--- config.mk ---
export PLATFORM = sky130hd
export DESIGN_NAME = vga_color_adapter
export DESIGN_NICKNAME = d
export VERILOG_FILES = /design/src/rtl/vga_color_adapter_pkg.sv /design/src/rtl/vga_color_adapter_quantizer.sv /design/src/rtl/vga_color_adapter.sv
export SDC_FILE = /design/constraint.sdc
export NUM_CORES = 1
export LEC_CHECK = 0
export BUFFER_PORTS_ARGS = -buffer_cell sky130_fd_sc_hd__buf_4
export CORE_ASPECT_RATIO = 2
export CORE_MARGIN = 5
export CORE_UTILIZATION = 57
export CTS_CLUSTER_DIAMETER = 100
export DETAILED_ROUTE_END_ITERATION = 10
export MAX_ROUTING_LAYER = met4
export PLACE_DENSITY = 0.83
export SKIP_LAST_GASP = 1
export SLEW_MARGIN = 30
export SYNTH_ARGS = -nofsm -noshare
export SYNTH_HDL_FRONTEND = slang
export SYNTH_SLANG_ARGS = --single-unit
export TNS_END_PERCENT = 30
--- constraint.sdc ---
create_clock -name clk -period 2.9 [get_ports clk]
set_input_delay 0.58 -clock clk [delete_from_list [all_inputs] [get_ports clk]]
set_output_delay 0.58 -clock clk [all_outputs]
set_load 0.01 [all_outputs]
--- src/rtl/vga_color_adapter_pkg.sv ---
// Shared constants and helpers for the VGA colour/sync output stage.
package vga_color_adapter_pkg;

  localparam int MODE_TRUNC    = 0;
  localparam int MODE_ROUND    = 1;
  localparam int MODE_DITHER   = 2;
  localparam int MODE_DITHER_T = 3;

  // 4x4 Bayer matrix, row-major: index = {row[1:0], col[1:0]}
  localparam logic [3:0] BAYER [16] = '{
    4'd0,  4'd8,  4'd2,  4'd10,
    4'd12, 4'd4,  4'd14, 4'd6,
    4'd3,  4'd11, 4'd1,  4'd9,
    4'd15, 4'd7,  4'd13, 4'd5
  };

  function automatic logic [31:0] scale_threshold(input logic [3:0] t, input int d);
    logic [31:0] t_ext;
    t_ext = {28'd0, t};
    if (d >= 4) begin
      scale_threshold = t_ext << (d - 4);
    end else begin
      scale_threshold = t_ext >> (4 - d);
    end
  endfunction

endpackage

--- src/rtl/vga_color_adapter_quantizer.sv ---
// Per-channel width adapter: pass-through, MSB replication, or
// add/saturate/slice for truncation, rounding and ordered dither.
module color_quantizer
  import vga_color_adapter_pkg::*;
#(
  parameter int W_IN  = 8,
  parameter int W_OUT = 6,
  parameter int MODE  = MODE_DITHER
) (
  input  logic [W_IN-1:0]  value_i,
  input  logic [3:0]       threshold_i,
  output logic [W_OUT-1:0] result_o
);

  localparam int D  = W_IN - W_OUT;
  localparam int WS = W_IN + 1;

  generate
    if (D == 0) begin : g_pass
      logic unused_thr_s;
      assign unused_thr_s = ^threshold_i;
      assign result_o     = value_i;
    end else if (D < 0) begin : g_widen
      localparam int REP = (W_OUT + W_IN - 1) / W_IN;
      logic [REP*W_IN-1:0] rep_s;
      logic                unused_thr_s;
      assign unused_thr_s = ^threshold_i;
      assign rep_s        = {REP{value_i}};
      assign result_o     = rep_s[REP*W_IN-1 -: W_OUT];
    end else begin : g_narrow
      logic [W_IN:0] addend_s;
      logic [W_IN:0] sum_s;
      logic          unused_low_s;

      // Pick the rounding/dither offset added below the kept bits.
      always_comb begin
        addend_s = {WS{1'b0}};
        case (MODE)
          MODE_TRUNC:                 addend_s = {WS{1'b0}};
          MODE_ROUND:                 addend_s = WS'(32'd1 << (D - 1));
          MODE_DITHER, MODE_DITHER_T: addend_s = WS'(scale_threshold(threshold_i, D));
          default:                    addend_s = {WS{1'b0}};
        endcase
      end

      assign sum_s        = {1'b0, value_i} + addend_s;
      assign unused_low_s = ^sum_s[D-1:0];
      // A carry-out means the value overflowed: clamp to full scale.
      assign result_o     = sum_s[W_IN] ? {W_OUT{1'b1}} : sum_s[W_IN-1:D];
    end
  endgenerate

endmodule

--- src/rtl/vga_color_adapter.sv ---
// Two-stage colour/sync output stage: per-pixel threshold selection,
// channel quantisation, blanking and sync delay matched to the colour path.
module vga_color_adapter
  import vga_color_adapter_pkg::*;
#(
  parameter int W_IN            = 8,
  parameter int W_OUT_R         = 6,
  parameter int W_OUT_G         = 6,
  parameter int W_OUT_B         = 6,
  parameter int MODE            = MODE_DITHER,
  parameter bit SYNC_ACTIVE_LOW = 1'b1
) (
  input  logic               clk,
  input  logic               rst,
  input  logic               pix_en,
  input  logic               display_on,
  input  logic               hsync_in,
  input  logic               vsync_in,
  input  logic [W_IN-1:0]    red_in,
  input  logic [W_IN-1:0]    green_in,
  input  logic [W_IN-1:0]    blue_in,
  output logic               hsync,
  output logic               vsync,
  output logic [W_OUT_R-1:0] red,
  output logic [W_OUT_G-1:0] green,
  output logic [W_OUT_B-1:0] blue
);

  localparam logic SYNC_IDLE = SYNC_ACTIVE_LOW ? 1'b1 : 1'b0;
  localparam logic SYNC_ACT  = ~SYNC_IDLE;

  logic [11:0] x_q, x_d, y_q, y_d;
  logic [1:0]  frame_q, frame_d;
  logic        hs_prev_q, vs_prev_q;
  logic        hs_act_s, vs_act_s, hs_edge_s, vs_edge_s;
  logic [1:0]  col_s;
  logic [3:0]  thr_s;

  logic [W_IN-1:0] red1_q, green1_q, blue1_q;
  logic [3:0]      thr1_q;
  logic            hs1_q, vs1_q, de1_q;

  logic [W_OUT_R-1:0] red_s, red_q;
  logic [W_OUT_G-1:0] green_s, green_q;
  logic [W_OUT_B-1:0] blue_s, blue_q;
  logic               hsync_q, vsync_q;

  assign hs_act_s  = (hsync_in == SYNC_ACT);
  assign vs_act_s  = (vsync_in == SYNC_ACT);
  assign hs_edge_s = hs_act_s & ~hs_prev_q;
  assign vs_edge_s = vs_act_s & ~vs_prev_q;

  // Raster position and frame tracking; a vsync edge overrides the hsync row step.
  always_comb begin
    x_d     = x_q;
    y_d     = y_q;
    frame_d = frame_q;
    if (hs_edge_s) begin
      x_d = 12'd0;
    end else if (display_on) begin
      x_d = x_q + 12'd1;
    end else begin
      x_d = x_q;
    end
    if (vs_edge_s) begin
      y_d     = 12'd0;
      frame_d = frame_q + 2'd1;
    end else if (hs_edge_s) begin
      y_d     = y_q + 12'd1;
      frame_d = frame_q;
    end else begin
      y_d     = y_q;
      frame_d = frame_q;
    end
  end

  // Bayer threshold for the pixel currently at the input; temporal mode shifts columns per frame.
  always_comb begin
    col_s = x_q[1:0];
    if (MODE == MODE_DITHER_T) begin
      col_s = x_q[1:0] + frame_q;
    end else begin
      col_s = x_q[1:0];
    end
    thr_s = BAYER[{y_q[1:0], col_s}];
  end

  color_quantizer #(.W_IN(W_IN), .W_OUT(W_OUT_R), .MODE(MODE)) u_quant_r (
    .value_i(red1_q), .threshold_i(thr1_q), .result_o(red_s)
  );
  color_quantizer #(.W_IN(W_IN), .W_OUT(W_OUT_G), .MODE(MODE)) u_quant_g (
    .value_i(green1_q), .threshold_i(thr1_q), .result_o(green_s)
  );
  color_quantizer #(.W_IN(W_IN), .W_OUT(W_OUT_B), .MODE(MODE)) u_quant_b (
    .value_i(blue1_q), .threshold_i(thr1_q), .result_o(blue_s)
  );

  // Counters plus both pipeline stages; everything holds while pix_en is low.
  always_ff @(posedge clk) begin
    if (rst) begin
      x_q       <= 12'd0;
      y_q       <= 12'd0;
      frame_q   <= 2'd0;
      hs_prev_q <= 1'b0;
      vs_prev_q <= 1'b0;
      red1_q    <= {W_IN{1'b0}};
      green1_q  <= {W_IN{1'b0}};
      blue1_q   <= {W_IN{1'b0}};
      thr1_q    <= 4'd0;
      hs1_q     <= SYNC_IDLE;
      vs1_q     <= SYNC_IDLE;
      de1_q     <= 1'b0;
      red_q     <= {W_OUT_R{1'b0}};
      green_q   <= {W_OUT_G{1'b0}};
      blue_q    <= {W_OUT_B{1'b0}};
      hsync_q   <= SYNC_IDLE;
      vsync_q   <= SYNC_IDLE;
    end else if (pix_en) begin
      x_q       <= x_d;
      y_q       <= y_d;
      frame_q   <= frame_d;
      hs_prev_q <= hs_act_s;
      vs_prev_q <= vs_act_s;
      red1_q    <= red_in;
      green1_q  <= green_in;
      blue1_q   <= blue_in;
      thr1_q    <= thr_s;
      hs1_q     <= hsync_in;
      vs1_q     <= vsync_in;
      de1_q     <= display_on;
      red_q     <= de1_q ? red_s   : {W_OUT_R{1'b0}};
      green_q   <= de1_q ? green_s : {W_OUT_G{1'b0}};
      blue_q    <= de1_q ? blue_s  : {W_OUT_B{1'b0}};
      hsync_q   <= hs1_q;
      vsync_q   <= vs1_q;
    end
  end

  assign red   = red_q;
  assign green = green_q;
  assign blue  = blue_q;
  assign hsync = hsync_q;
  assign vsync = vsync_q;

endmodule

==> impl_metrics.yaml <==
detailed_routing:
  wl_met2_um: 2781
  first_pass_iters: 4
  routed_wl_um: 4921
  wl_met3_um: 180
  top_layer: "met4"
  wire_per_inst_um: 14.43
  drt_iter0_drc: 23
  vias: 1923
  viasPerCell: 5.639
  drc: 0
  drt-met1-wl_um: 1848
  final_antenna_net_count: 0
setup_path:
  reg2reg_depth: 5
  crit_arrival_ns: 1.91
  endpoint_kind: "flop"
  regToRegSetupSlack_ns: 1.16
  critPathLaunch: "thr1_q[3]$_SDFFE_PP0P_"
  r2r_end: "green[4]$_SDFFE_PP0P_"
  cp-endpoint: "green[4]$_SDFFE_PP0P_"
  r2r-start: "thr1_q[3]$_SDFFE_PP0P_"
  start_kind: "flop"
  crit_fanout: 9
  crit_type: "reg -> reg"
  critPathRequiredTime_ns: 3.07
global_route:
  grt_max_degree: 42
  grt_use_total_pct: 20.79
  grt_overflow: 0
  grt_first_pass_wirelength_um: 8211
  grt_pass1_vias: 1847
  antenna_found_initial: 0
clock_tree:
  path_clk_slew_ns: 0.08
  clk_latency_ns: 0.30
  cts_resized: 0
  htreeDepth: 2
  cts_tree: "yes"
  cts_buffer_depth: 2
  cts_buffers: 5
  cts_hold_buffers: 0
  cts_setup_buffers: 0
  clockRootBuffer: "clkbuf_8"
  clkSinkCount: 53
timing:
  setup_tns_ns: 0
  slew_violations: 0
  rsz0062_at_grt: "no"
  relSlewSlack_pct: 64.99
  worst_pin_slew_ns: 0.5251
  period_minus_slack_ns: 1.741
  fmax_ghz: 0.5743
  finalHoldViolCount: 0
  setup_violations: 0
  finalCritPeriodShare_pct: 60.05
  fin_skew_ns: 0.009612
layout:
  post-route-util_pct: 71.22
  areaGrowthSynthToFinish_pct: 21.56
  multiInputGateArea_um2: 1132
  seq_area_um2: 1061
  nFillCells: 331
  antenna_cells: 0
  drive_gt1_share_pct: 21.72
  fin_nets: 323
synthesis:
  synth_common_cells: "dfxtp_1, nor2_1, mux2i_1"
  ys.flop_type: "dfxtp_1"
  syn_inst: 243
  synth_compound_area_share_pct: 15.67
  synth_fp_nets: 276
  synth_most_common_cell: "dfxtp_1"
  ys_types: 45
  synth_area_leaders: "dfxtp_1, mux2i_1, nor2_1, a21oi_1, nand2_1"
  synth_top_area_share_pct: 47.11
  yosysSeqAreaShare_pct: 47.11
  post_synth_and_or_nand_nor_area_fraction_pct: 20.56
  ys_ff_latch: 53
  yosysTopAreaCell: "dfxtp_1"
  syn_area_um2: 2252
  syn_avg_cell_area_um2: 9.268
  async_flop_share_pct: 0
  muxShareOfSynthArea_pct: 12.00
  synth_edf_count: 0
  synth_top_family_by_area: "simple AND/OR/NAND/NOR gates"
  synthAdderAreaFrac_pct: 1.667
  yosysWarnings: 0
  synthXorXnorAreaFrac_pct: 0.3889
floorplan:
  dieWidth_um: 54.45
  initial_core_util_pct: 58.59
  fp.coreArea_um2: 3844
  die-area_um2: 5384
  die_h_um: 98.90
  rows: 32
  io_pins: 50
status:
  status: "complete, no violations"
power:
  powerDensity_nw_per_um2: 487.5
  leakage_nw: 1.138
  vdd_drop_max_v: 0.0004053
flow_run:
  maxCapViolations: 0
hold_path:
  hold_path_class: "reg -> reg"
place:
  hpwl_um: 3713
  gp_congestion: 0.8110
  io_buffers: 49
cell usage in the layout (no fill, tap or decap), types with 3 or more instances in the layout:
cell type	netlist	routed
o21ai_0	8	8
a21oi_1	14	14
nand2_1	18	18
nor2b_1	4	4
buf_4	0	51
nand2b_1	9	9
a22o_1	3	3
mux2i_1	27	27
ha_1	3	3
o21ai_1	3	3
a31oi_1	3	3
nand4_1	3	3
dfxtp_1	53	53
o31ai_1	3	3
clkbuf_8	0	6
a211oi_1	3	3
nor2_1	36	36
inv_1	3	3
nand3_1	5	5
final cells by class:
type                    instances  share of cell area [%]
well taps                      51                   2.331
flip-flops and latches         53                   38.76
repair buffers                 51                   13.99
inverters                       3                  0.4113
clock buffers                   7                   3.154
multi-input cells             176                   41.36
per-stage QoR:
step | hold slack, ns | setup slack, ns | power [mW] | std cells | area (µm²)
after detailed placement | 0.4423 | 1.021 | 0.9458 | 334 | 2651
after global placement | 0.4366 | 1.057 | 0.9412 | 334 | 2651
after floorplan | 0.4309 | 1.336 | 0.8844 | 243 | 2252
after CTS | 0.4569 | 1.141 | 1.349 | 341 | 2738
after global routing | 0.4734 | 1.078 | 1.403 | 341 | 2738
final | 0.4521 | 1.159 | 1.334 | 341 | 2738
state kept, by name, summed over array words and instances, names as in the netlist, 2 cells and up:
name,flops
blue,6
thr1_q,2
red1_q,8
red,6
green1_q,8
blue1_q,8
green,6
logic make-up after synthesis:
group / Yosys count
multiplexers: 27
adder cells (fa/ha/maj): 3
buffers and inverters: 14
flip-flops: 53
AO/OA/AOI/OAI: 52
AND/OR/NAND/NOR: 93
XOR/XNOR: 1
critical path: stages, from the launching register on:
cell and delay (ns):
dfxtp_1 0.37, ha_1 0.33, a31oi_4 0.14, or4b_1 0.53, o2111ai_1 0.15, a21oi_1 0.10
worst min-delay path by stage:
stage / end / slack (ns) / from / cells after the start
2_1_floorplan: hsync$_SDFFE_PP1P_ / 0.43 / hs1_q$_SDFFE_PP1P_ / 1
3_3_place_gp: red[4]$_SDFFE_PP0P_ / 0.44 / red[4]$_SDFFE_PP0P_ / 2
3_5_place_dp: red[3]$_SDFFE_PP0P_ / 0.44 / red[3]$_SDFFE_PP0P_ / 2
4_1_cts: red[5]$_SDFFE_PP0P_ / 0.46 / red[5]$_SDFFE_PP0P_ / 2
5_1_grt: red[5]$_SDFFE_PP0P_ / 0.47 / red[5]$_SDFFE_PP0P_ / 2
6_report: red[5]$_SDFFE_PP0P_ / 0.45 / red[5]$_SDFFE_PP0P_ / 2
power by group:
part | switching [mW] | internal [mW]
sequential | 0.0326 | 0.758
clock | 0.217 | 0.190
combinational | 0.0643 | 0.0731
total | 0.314 | 1.02
routing by layer:
layer,vias up,track usage (%)
met1,909,22.11
met5,-,-
met2,41,35.92
met4,0,8.829
li1,961,-
met3,12,3.328
Power figures use the tool's default switching activity.
